--- config.mk ---
export PLATFORM = sky130hd
export DESIGN_NAME = avago28_cdc_req_tx
export DESIGN_NICKNAME = d
export VERILOG_FILES = /design/src/rtl/avago28_cdc_pkg.sv /design/src/rtl/avago28_3xsync_flop.sv /design/src/rtl/avago28_cdc_req_tx.sv
export SDC_FILE = /design/constraint.sdc
export NUM_CORES = 1
export LEC_CHECK = 0
export BUFFER_PORTS_ARGS = -buffer_cell sky130_fd_sc_hd__buf_2
export CAP_MARGIN = 20
export CORE_MARGIN = 2
export CORE_UTILIZATION = 52
export CTS_BUF_LIST = sky130_fd_sc_hd__clkbuf_2
export DETAILED_ROUTE_END_ITERATION = 10
export PLACE_DENSITY = 0.91
export SETUP_SLACK_MARGIN = 0.05
export SLEW_MARGIN = 20
export SYNTH_ARGS = -nofsm -noshare
export SYNTH_HDL_FRONTEND = slang
export SYNTH_SLANG_ARGS = --single-unit
export TNS_END_PERCENT = 10
--- constraint.sdc ---
create_clock -name srcclk -period 2.1 [get_ports srcclk]
set_clock_uncertainty 0.15 [all_clocks]
set_input_delay 0.105 -clock srcclk [delete_from_list [all_inputs] [get_ports srcclk]]
set_output_delay 0.105 -clock srcclk [all_outputs]
set_load 0.01 [all_outputs]
--- src/rtl/avago28_cdc_pkg.sv ---
// Shared types and constants for the avago28 req/ack source-side CDC controller.
package avago28_cdc_pkg;

  typedef enum logic [1:0] {
    ST_INIT   = 2'd0,
    ST_IDLE   = 2'd1,
    ST_REQ_HI = 2'd2,
    ST_REQ_LO = 2'd3
  } state_e;

  localparam int SYNC_STAGES = 3;
  localparam int INIT_CYCLES = 3;

endpackage

--- src/rtl/avago28_3xsync_flop.sv ---
// Plain multi-stage flop synchronizer for signals entering the local clock domain.
module avago28_3xsync_flop #(
  parameter int DATA_WIDTH = 1
) (
  input  logic                  clk,
  input  logic [DATA_WIDTH-1:0] d,
  output logic [DATA_WIDTH-1:0] q
);
  import avago28_cdc_pkg::*;

  logic [DATA_WIDTH-1:0] stage [SYNC_STAGES];

  // NOTE: the synchronizer flops carry no reset on purpose; the parent flushes
  // them by waiting out SYNC_STAGES cycles after reset instead.
  always_ff @(posedge clk) begin
    stage[0] <= d;
    for (int i = 1; i < SYNC_STAGES; i++) begin
      stage[i] <= stage[i-1];
    end
  end

  assign q = stage[SYNC_STAGES-1];

endmodule

--- src/rtl/avago28_cdc_req_tx.sv ---
// Source side of a four-phase req/ack word transfer: accepts a word, holds it on the
// launch register, raises req, waits for synchronized ack, then returns to zero.
module avago28_cdc_req_tx #(
  parameter int DATA_WIDTH = 32,
  parameter int TIMEOUT_W  = 10
) (
  input  logic                  srcclk,
  input  logic                  srcrst_n,
  input  logic                  in_valid,
  input  logic [DATA_WIDTH-1:0] in_data,
  output logic                  in_ready,
  output logic                  xfer_req,
  output logic [DATA_WIDTH-1:0] xfer_data,
  input  logic                  xfer_ack_async,
  output logic                  busy,
  output logic                  timeout_err,
  input  logic                  err_clr
);
  import avago28_cdc_pkg::*;

  localparam logic [TIMEOUT_W-1:0] WD_MAX = '1;

  state_e               state;
  state_e               state_nxt;
  logic [1:0]           init_cnt;
  logic [TIMEOUT_W-1:0] wd_cnt;
  logic                 ack_s;
  logic                 accept;
  logic                 waiting;
  logic                 state_chg;
  logic                 wd_hit;

  avago28_3xsync_flop #(
    .DATA_WIDTH(1)
  ) u_ack_sync (
    .clk(srcclk),
    .d  (xfer_ack_async),
    .q  (ack_s)
  );

  // A destination still holding ack high from a truncated handshake blocks new words.
  assign in_ready  = (state == ST_IDLE) && !ack_s;
  assign busy      = (state != ST_IDLE);
  assign accept    = in_ready && in_valid;
  assign waiting   = (state == ST_REQ_HI) || (state == ST_REQ_LO);
  assign state_chg = (state_nxt != state);
  assign wd_hit    = waiting && !state_chg && (wd_cnt == WD_MAX - TIMEOUT_W'(1));

  // NOTE: every combinational output gets a default first so no path leaves it
  // unassigned, which would otherwise infer a latch.
  always_comb begin
    state_nxt = state;
    case (state)
      ST_INIT:   if (init_cnt == 2'(INIT_CYCLES - 1)) state_nxt = ST_IDLE;
      ST_IDLE:   if (accept)                          state_nxt = ST_REQ_HI;
      ST_REQ_HI: if (ack_s)                           state_nxt = ST_REQ_LO;
      ST_REQ_LO: if (!ack_s)                          state_nxt = ST_IDLE;
      default:                                        state_nxt = ST_INIT;
    endcase
  end

  // NOTE: sequential state uses non-blocking assignments so every register
  // samples pre-edge values regardless of statement order.
  always_ff @(posedge srcclk or negedge srcrst_n) begin
    if (!srcrst_n) begin
      state       <= ST_INIT;
      init_cnt    <= '0;
      xfer_req    <= 1'b0;
      xfer_data   <= '0;
      wd_cnt      <= '0;
      timeout_err <= 1'b0;
    end else begin
      state <= state_nxt;

      if (state == ST_INIT) begin
        init_cnt <= init_cnt + 2'd1;
      end

      if (accept) begin
        xfer_data <= in_data;
        xfer_req  <= 1'b1;
      end else if ((state == ST_REQ_HI) && ack_s) begin
        xfer_req <= 1'b0;
      end

      if (state_chg) begin
        wd_cnt <= '0;
      end else if (waiting && (wd_cnt != WD_MAX)) begin
        wd_cnt <= wd_cnt + TIMEOUT_W'(1);
      end

      // The flag sets only on the step into all-ones, so a clear while the
      // counter sits saturated stays cleared; a coincident set beats the clear.
      if (wd_hit) begin
        timeout_err <= 1'b1;
      end else if (err_clr) begin
        timeout_err <= 1'b0;
      end
    end
  end

endmodule

==> impl_metrics.tcl, run 1 <==
set metrics [dict create \
    status "complete, no violations" \
    use_met3 0.0584 \
    fp-row-count 23 \
    cts.path.max_buffers 2 \
    comb_power_share 0.420 \
    sequentialPowerShare 0.469 \
    rrSetupSlack_ns 0.40 \
    remaining_drc_errors 0 \
    p_sw_mw 1.22 \
    grt_pass1_wl_mm 7.45 \
    final_util 0.749 \
    cp-start-kind "flop" \
    layout_common_cells "buf_2 (72), dfrtp_1 (48), dlygate4sd3_1 (37), mux2_2 (31), nor2_1 (11)" \
    synth_mux_area_frac 0.191 \
    r2r_cells 4 \
    critPathMaxFanout 33 \
    ys_seq_area_frac 0.579 \
    synth_cell_type_count 37 \
    diodes 0 \
    critPathRequiredTime_ns 2.27 \
    drive_gt1_frac 0.439 \
    grt_max_degree 49 \
    dpl.hpwl_mm 2.85 \
    cp.arrival_ns 1.87 \
    drtAntennaViolNets 0 \
    die_y_um 68.7 \
    worst_slack_ns 0.401 \
    grt_use_met2 0.379 \
    firstDrtPassIters 4 \
    cts_made_buffers 5 \
    clk_latency_ns 0.41 \
    finalMaxSlewViolations 0 \
    cts_tree "built" \
    wl_mm 4.75 \
    irDropWorstVdd_uv 661 \
    top_usage_layer "met2" \
    die_x_um 68.7 \
    crit_path_start "state[1]" \
    synth_top_family_by_area "multiplexers" \
    synth_compound_area_frac 0.0655 \
    clock_sinks 51 \
    synth-simple-area-share 0.107 \
    drt-initial-drc-count 86 \
    gr-usage-met1 0.266 \
    grt_pass1_vias 1612 \
    fill_cells 259 \
    grt-ovfl-total 0 \
    r2r_start "state[1]" \
    internal-power_mw 2.19 \
    syn-num-nets 204 \
    hold_viol_final 0 \
    min_path_type "input port to flop" \
    portBuffers 72 \
    setup_viol_count_final 0 \
    leakage_nw 1.42 \
    core_area_mm2 0.00403 \
    grt.total_usage 0.218 \
    swShare 0.357 \
    postCtsSetupBuffers 0 \
    p_clk_frac 0.112 \
    power_density_mw_per_mm2 1130 \
    max_slew_margin 0.789 \
    synth_fa_ha_area_frac 0.0172 \
    cts-root-buf "clkbuf_2" \
    synth-seq-cells 51 \
    final_nets 319 \
    globalplace.congestion 0.863 \
    timing.fmax_mhz 589 \
    die_area_mm2 0.00472 \
    htree_levels 2 \
    min_to "u_ack_sync.stage[0][0]" \
    power.total_mw 3.41 \
    synth_xor_area_frac 0.00804 \
    detail_route.wl_per_cell_um 14.4 \
    end_kind "flop" \
    rsz0062_at_grt "no" \
    min-delay-start "xfer_ack_async" \
    cap_violations 0 \
    area_growth_pct 38.5 \
    start_util 0.541 \
    avgSynthCellArea_um2 13.3 \
    vias 1652 \
    final_common_cell "buf_2" \
    finalCriticalPeriod_ns 1.70 \
    clk_pin_slew_ns 0.23 \
    pin_count 73 \
    holdPathStages 2 \
    synth_area_mm2 0.00218 \
    critPathKind "flop to flop" \
    synthCells 164 \
    worst_pin_slew_ns 0.316 \
    tns_ns 0 \
    period_share 0.809 \
    timing.rr.end "xfer_data[23]" \
    viasPerCell 5.01 \
    ys_warn_count 0 \
    antenna_found_initial 0 \
    dp_slack_ns 0.427 \
]
## critical path, cell delays in order, from the launching register on
cell and delay [ns]:
dfrtp_1 0.49, nand2b_2 0.24, nor2_4 0.14, buf_12 0.20, mux2_2 0.38
## power groups by stage
stage / sequential, mW / clock (mW) / combinational (mW)
floorplan: 1.74 / 0 / 0.707
global placement: 1.58 / 0 / 1.31
detailed placement: 1.60 / 0 / 1.37
CTS: 1.58 / 0.394 / 1.42
global route: 1.65 / 0.437 / 1.58
finish: 1.60 / 0.381 / 1.43
## metrics by stage
| step | cells | hold WS (ns) | cell area [um^2] |
|---|---|---|---|
| floorplan | 164 | -0.341 | 2180 |
| global placement | 285 | -0.0416 | 2600 |
| detailed placement | 285 | -0.0440 | 2600 |
| CTS | 329 | 0.00544 | 3010 |
| global route | 330 | 0.138 | 3020 |
| finish | 330 | 0.174 | 3020 |
## sequential cells by signal, summed over array words and instances, names as in the netlist
| name | flops |
|---|---|
| init_cnt | 2 |
| state | 2 |
| timeout_err | 1 |
| u_ack_sync.stage | 3 |
| wd_cnt | 10 |
| xfer_data | 32 |
| xfer_req | 1 |
## synth_stat cells (all sizes together)
cell type,instances,area (um^2)
dfrtp,48,1200
o21bai,2,15.0
and2,1,6.26
nand3b,1,7.51
dfxtp,3,60.1
xnor2,2,17.5
inv,5,18.8
a21oi,2,10.0
nor3,5,30.0
nand3,6,42.5
nand2b,2,15.0
a41o,1,11.3
mux2,33,372
nand2,8,32.5
nand4,1,6.26
a211oi,1,7.51
and3,2,12.5
mux2i,4,43.8
ha,3,37.5
o41ai,1,27.5
nor2b,2,12.5
and3b,1,8.76
a31oi,4,25.0
o22ai,1,6.26
buf,5,52.6
o21ai,5,25.0
nor2,13,58.8
o31ai,2,15.0
## routing by layer
layer  up-vias  share of wire
li1        806              -
met1       785           0.41
met2        54           0.52
met3         7          0.059
met4         0          0.011
met5         -              0
## worst max path at each step
stage	to	slack, ns
after detailed placement	xfer_data[31]	0.43
final	xfer_data[23]	0.40
after CTS	wd_cnt[0]	0.41
after global placement	xfer_data[3]	0.46
after floorplan	xfer_data[12]	0.49
after global routing	wd_cnt[0]	0.30
## layout make-up
class                      count  area [um^2]  share of cell area
sequential                    51         1260               0.418
tap                           50         62.6              0.0207
clock inverter                 2         12.5             0.00415
multi-input combinational    103          846               0.280
timing repair buffer         113          786               0.260
clock buffer                   6         30.0             0.00995
inverter                       5         18.8             0.00622
## what timing repair did
item,4_1_cts,5_1_grt
hold buffers,36,1
endpoints found under the hold margin,84,4
gates resized for setup,0,0
## logic make-up (layout without fill, tap and decap cells)
family | after synthesis | count (layout)
adder cells (fa/ha/maj) | 3 | 3
flip-flops | 51 | 51
multiplexers | 37 | 37
buffers and inverters | 10 | 126
AO/OA/AOI/OAI | 19 | 19
XOR/XNOR | 2 | 2
AND/OR/NAND/NOR | 42 | 42
Note: power is estimated with default switching activity, not from simulation.
==> run 2: changes to the inputs <==
--- a/config.mk
+++ b/config.mk
@@ -5,13 +5,14 @@
 export SDC_FILE = /design/constraint.sdc
 export NUM_CORES = 1
 export LEC_CHECK = 0
+export ABC_AREA = 1
 export BUFFER_PORTS_ARGS = -buffer_cell sky130_fd_sc_hd__buf_2
 export CAP_MARGIN = 20
 export CORE_MARGIN = 2
 export CORE_UTILIZATION = 52
 export CTS_BUF_LIST = sky130_fd_sc_hd__clkbuf_2
 export DETAILED_ROUTE_END_ITERATION = 10
-export PLACE_DENSITY = 0.91
+export PLACE_DENSITY = 0.9
 export SETUP_SLACK_MARGIN = 0.05
 export SLEW_MARGIN = 20
 export SYNTH_ARGS = -nofsm -noshare
==> constraint.sdc (replaced) <==
create_clock -name srcclk -period 1.7 [get_ports srcclk]
set_clock_uncertainty 0.15 [all_clocks]
set_input_delay 0.085 -clock srcclk [delete_from_list [all_inputs] [get_ports srcclk]]
set_output_delay 0.085 -clock srcclk [all_outputs]
set_load 0.01 [all_outputs]
==> impl_metrics.tcl, run 2 <==
set metrics [dict create \
    drtAntennaViolNets 0 \
    cts_tree "built" \
    min_path_type "input port to asynchronous set/reset pin" \
    viasPerCell 5.40 \
    remaining_drc_errors 0 \
    regMostFlops "xfer_data" \
    sequentialPowerShare 0.416 \
    fin_cells 440 \
    ys.flop_type "dfrtp_1" \
    grt_pass1_vias 2390 \
    detail_route.wl_per_cell_um 16.2 \
    pin_count 73 \
    final_common_cell "nand2_1" \
    critPathKind "flop to flop" \
    swShare 0.432 \
    top_regs "xfer_data: 32 flops, wd_cnt: 10 flops, u_ack_sync.stage: 3 flops" \
    critPathMaxFanout 6 \
    synth.most_common_cell "nand2_1" \
    seq_area_mm2 0.00126 \
    timing.fmax_mhz 608 \
    dpl.hpwl_mm 3.39 \
    die_x_um 70.9 \
    leakage_nw 1.79 \
    comb_power_share 0.478 \
    firstDrtPassIters 5 \
    synth_area_leader_cell "dfrtp_1" \
    area_growth_pct 40.3 \
    synth-seq-cells 51 \
    fill_cells 279 \
    p_clk_frac 0.105 \
    synth_common_cells "nand2_1 (95), dfrtp_1 (48), nand3_1 (38)" \
    internal-power_mw 2.65 \
    hold_viol_final 0 \
    multiInputGateArea_um2 918 \
    synth_top_area_frac 0.516 \
    avgSynthCellArea_um2 8.89 \
    globalplace.congestion 0.834 \
    ys_warn_count 0 \
    finalCriticalPeriod_ns 1.65 \
    cap_violations 0 \
    diodes 0 \
    end_kind "flop" \
    die_y_um 70.9 \
    clock_sinks 51 \
    async_reset_ff_frac 0.941 \
    start_util 0.539 \
    portBuffers 72 \
    htree_levels 2 \
    power_density_mw_per_mm2 1430 \
    antenna_found_initial 0 \
    clk_latency_ns 0.45 \
    grt_pass1_wl_mm 11.2 \
    cp-start-kind "flop" \
    largest_register_ffs 32 \
    syn-num-nets 302 \
    vias 2375 \
    grt-ovfl-total 0 \
    dp_cells 380 \
    wl_mm 7.15 \
    critPathRequiredTime_ns 1.94 \
    drive_gt1_frac 0.327 \
    cts_made_buffers 5 \
    irDropWorstVdd_uv 951 \
    cp.arrival_ns 1.89 \
    die_area_mm2 0.00503 \
    rsz0062_at_grt "yes" \
    layout_common_cells "nand2_1 (92), buf_2 (71), dfrtp_1 (47), nand3_1 (37), dlygate4sd3_1 (36)" \
    synth_cell_type_count 30 \
    synthCells 262 \
    cts-root-buf "clkbuf_2" \
    cts.path.max_buffers 2 \
    finalMaxSlewViolations 0 \
    period_share 0.968 \
    fp-row-count 24 \
    clk_pin_slew_ns 0.28 \
    ys_seq_area_frac 0.541 \
    grt_max_degree 49 \
    max_slew_margin 0.599 \
    synth.area.top_cells "dfrtp_1 (52%), nand2_1 (15%), nand3_1 (8.2%), dfxtp_1 (2.6%), inv_1 (2.3%)" \
    core_area_mm2 0.00432 \
    drt-initial-drc-count 152 \
    status "complete, no violations" \
    p_sw_mw 2.02 \
    final_nets 427 \
    power.total_mw 4.68 \
    setup_viol_count_final 0 \
    synth_edf_count 0 \
    r2r_cells 9 \
    grt.total_usage 0.285 \
    worst_pin_slew_ns 0.602 \
    synth_area_mm2 0.00233 \
]
-- run 2: cell types whose count changed after synthesis, sizes merged, moves of 4 or more --
cell   change
nor3       -4
nand4      +6
mux2i      -4
nand3     +37
inv       +12
a31oi      -4
xor2       +4
nand2     +92
mux2      -33
buf        +5
-- run 2: logic make-up after synthesis --
family	Yosys count	synth area share
flops	51	0.541
buf+inv	30	0.0741
compound gates	9	0.0231
fa+ha+maj	3	0.0161
simple gates	164	0.327
xor+xnor	5	0.0188
-- run 2: final cells by class --
class | instances | share of cell area
tap | 52 | 0.0199
clock buffer | 6 | 0.00919
clock inverter | 2 | 0.00383
inverter | 18 | 0.0245
multi-input combinational | 181 | 0.281
timing repair buffer | 130 | 0.275
sequential | 51 | 0.386
-- run 2: path summary, 6_finish.rpt --
| path | start | to | slack, ns |
|---|---|---|---|
| setup / recovery | wd_cnt[0] | wd_cnt[8] | 0.05 |
| min in group srcclk | xfer_ack_async | u_ack_sync.stage[0][0] | 0.13 |
| setup reg to reg | wd_cnt[0] | wd_cnt[8] | 0.05 |
| max in group asynchronous | srcrst_n | state[1] | 0.89 |
| hold reg to reg | u_ack_sync.stage[0][1] | u_ack_sync.stage[0][2] | 0.22 |
| hold / removal | srcrst_n | xfer_data[18] | 0.06 |
-- run 2: timing repair --
| item | in CTS | in global routing |
|---|---|---|
| endpoints found under the hold margin | 87 | 0 |
| resized for setup | 3 | 14 |
| pin swaps | 1 | 5 |
| hold buffers | 36 | 0 |
| setup buffers | 5 | 11 |
| endpoints found under the setup margin | 9 | 44 |
-- run 2: metrics by stage --
step	setup TNS [ns]	area [um^2]	utilization	hold slack, ns	worst slack, ns
floorplan	0	2330	-	-0.361	0.171
global placement	0	2700	0.624	0.0381	0.0958
detailed placement	0	2700	0.624	0.0404	0.0387
CTS	0	3150	0.727	0.0975	0.0379
global route	-0.120	3270	0.756	0.0814	-0.0392
finish	0	3270	0.756	0.0587	0.0542
-- run 2: worst max-delay path, cell delays in order, from the launching register on --
cell and delay (ns):
dfrtp_1 0.43, ha_2 0.21, inv_2 0.05, nor2_4 0.10, nand3_2 0.10, nand2_2 0.12
clkinv_4 0.09, nor2_4 0.20, nand2_1 0.08, nand2_1 0.08
-- run 2: routing by layer --
| metal | part of all wire | track usage | vias to the layer above |
|---|---|---|---|
| li1 | - | - | 1088 |
| met4 | 0.028 | 0.109 | 0 |
| met2 | 0.50 | 0.490 | 126 |
| met5 | 0 | 0 | - |
| met1 | 0.40 | 0.351 | 1134 |
| met3 | 0.073 | 0.0641 | 27 |
-- run 2: power by group through the flow --
stage,combinational [mW],sequential [mW],clock [mW]
finish,2.24,1.95,0.493
global route,2.44,1.99,0.545
CTS,1.93,1.89,0.496
detailed placement,1.76,1.92,0
global placement,1.68,1.93,0
floorplan,1.03,2.10,0
==> run 3: changes to the inputs <==
--- a/config.mk
+++ b/config.mk
@@ -8,6 +8,7 @@
 export ABC_AREA = 1
 export BUFFER_PORTS_ARGS = -buffer_cell sky130_fd_sc_hd__buf_2
 export CAP_MARGIN = 20
+export CORE_ASPECT_RATIO = 0.9
 export CORE_MARGIN = 2
 export CORE_UTILIZATION = 52
 export CTS_BUF_LIST = sky130_fd_sc_hd__clkbuf_2
==> impl_metrics.tcl, run 3 (synthesis gave the netlist of run 2 again) <==
set metrics [dict create \
    top_regs "xfer_data: 32 flops, wd_cnt: 10 flops, u_ack_sync.stage: 3 flops" \
    core_area_mm2 0.00437 \
    grt_max_degree 36 \
    critPathRequiredTime_ns 1.46 \
    regMostFlops "xfer_data" \
    period_share 0.961 \
    worstPathCellList "nor2_2 -> inv_2 -> nor2_4 -> buf_8 -> buf_2" \
    globalplace.congestion 0.836 \
    cts_made_buffers 5 \
    dp_slack_ns 0.0520 \
    grt_pass1_vias 2217 \
    holdPathStages 2 \
    diodes 0 \
    die_y_um 67.5 \
    r2r_cells 9 \
    cts_tree "built" \
    fp-row-count 23 \
    critPathKind "flop to output pin" \
    multiInputGateArea_um2 906 \
    critPathMaxFanout 2 \
    drt-initial-drc-count 223 \
    clk_latency_ns 0.43 \
    final_common_cell "nand2_1" \
    wl_mm 6.65 \
    clk_pin_slew_ns 0.24 \
    die_x_um 74.6 \
    seq_area_mm2 0.00126 \
    critPathSlowestCell "dfrtp_2" \
    hold_viol_final 0 \
    timing.fmax_mhz 612 \
    fill_cells 293 \
    worst_pin_slew_ns 0.491 \
    worst_slack_ns 0.0660 \
    largest_register_ffs 32 \
    htree_levels 2 \
    path_delay_family "flip-flops" \
    leakage_nw 1.77 \
    grt.total_usage 0.275 \
    holdWs_ns 0.128 \
    remaining_drc_errors 0 \
    grt_pass1_wl_mm 10.2 \
    viasPerCell 5.30 \
    cpPeakStageDelay_ns 0.47 \
    cp-start-kind "flop" \
    rsz0062_at_grt "yes" \
    min_path_type "input port to flop" \
    cap_violations 0 \
    pin_count 73 \
    vias 2352 \
    start_util 0.533 \
    cp.depth 5 \
    detail_route.wl_per_cell_um 15.0 \
    clock_sinks 51 \
    area_growth_pct 39.5 \
    firstDrtPassIters 5 \
    status "complete, no violations" \
    finalCriticalPeriod_ns 1.63 \
    die_area_mm2 0.00503 \
    dpl_cell_area_mm2 0.00271 \
    cts.path.max_buffers 2 \
    grt-ovfl-total 0 \
    crit_buf_inv 3 \
    dpl.hpwl_mm 3.49 \
    max_slew_margin 0.673 \
    end_kind "output pin" \
    cts-root-buf "clkbuf_2" \
    dp_cells 389 \
    cp.arrival_ns 1.40 \
    antenna_found_initial 0 \
    drtAntennaViolNets 0 \
    final_area_mm2 0.00325 \
    fin_cells 444 \
    final_nets 421 \
    power_density_mw_per_mm2 1430 \
    irDropWorstVdd_uv 865 \
    portBuffers 72 \
    layout_common_cells "nand2_1 (94), buf_2 (72), dfrtp_1 (47), nand3_1 (38), dlygate4sd3_1 (37)" \
    finalMaxSlewViolations 0 \
    setup_viol_count_final 0 \
    drive_gt1_frac 0.309 \
]
-- run 3: cell count changes in the layout (fill, tap and decap cells not counted), sizes merged --
cell	before	now
buf	94	87
clkinv	3	1
bufinv	0	1
clkbuf	6	7
dlygate4sd3	36	37
-- run 3: power breakdown --
part	total, mW	leakage [nW]	internal [mW]	switching, mW
Combinational	2.06	1.10	0.805	1.26
Clock	0.641	0.0432	0.261	0.380
Sequential	1.94	0.631	1.65	0.291
Total	4.65	1.77	2.72	1.93
-- run 3: per-stage QoR --
stage               total power, mW  TNS [ns]  utilization
floorplan                      3.13         0            -
global placement               3.62         0        0.620
detailed placement             3.70         0        0.620
CTS                            4.51         0        0.735
global route                   4.94   -0.0215        0.743
finish                         4.65         0        0.743
-- run 3: routing by layer --
| metal | share of wire | GRT usage |
|---|---|---|
| met1 | 0.37 | 0.322 |
| met4 | 0.050 | 0.147 |
| met2 | 0.49 | 0.450 |
| met3 | 0.093 | 0.0881 |
| met5 | 0 | 0 |
-- run 3: path summary, 6_finish.rpt --
kind                                         from                endpoint  slack [ns]
setup / recovery                         state[1]                in_ready        0.07
hold / removal                     xfer_ack_async  u_ack_sync.stage[0][0]        0.13
setup reg to reg                        wd_cnt[0]               wd_cnt[6]        0.07
hold reg to reg            u_ack_sync.stage[0][0]  u_ack_sync.stage[0][1]        0.20
max in group asynchronous                srcrst_n            xfer_data[8]        0.37
min in group asynchronous                srcrst_n           xfer_data[21]        0.47
-- run 3: repair_timing --
| item | CTS | global route |
|---|---|---|
| hold buffers | 37 | 0 |
| pin swaps | 2 | 4 |
| endpoints found under the hold margin | 84 | 0 |
| setup endpoints to repair | 11 | 11 |
| gates resized for setup | 7 | 2 |
| buffers inserted | 6 | 4 |
-- run 3: layout make-up --
class / instances / area share
Inverter: 18 / 0.0231
Clock buffer: 7 / 0.0108
Timing Repair Buffer: 124 / 0.266
Clock inverter: 1 / 0.00924
Sequential cell: 51 / 0.389
Tap cell: 62 / 0.0239
Multi-Input combinational cell: 181 / 0.279
-- run 3: worst register-to-register path: stages, from the launching register on --
cell and delay, ns:
dfrtp_1 0.43, ha_2 0.19, inv_1 0.06, nor2_4 0.12
nand3_1 0.11, nand2_2 0.11, inv_4 0.09, nor2_4 0.16
nand2_1 0.08, nand2_1 0.07
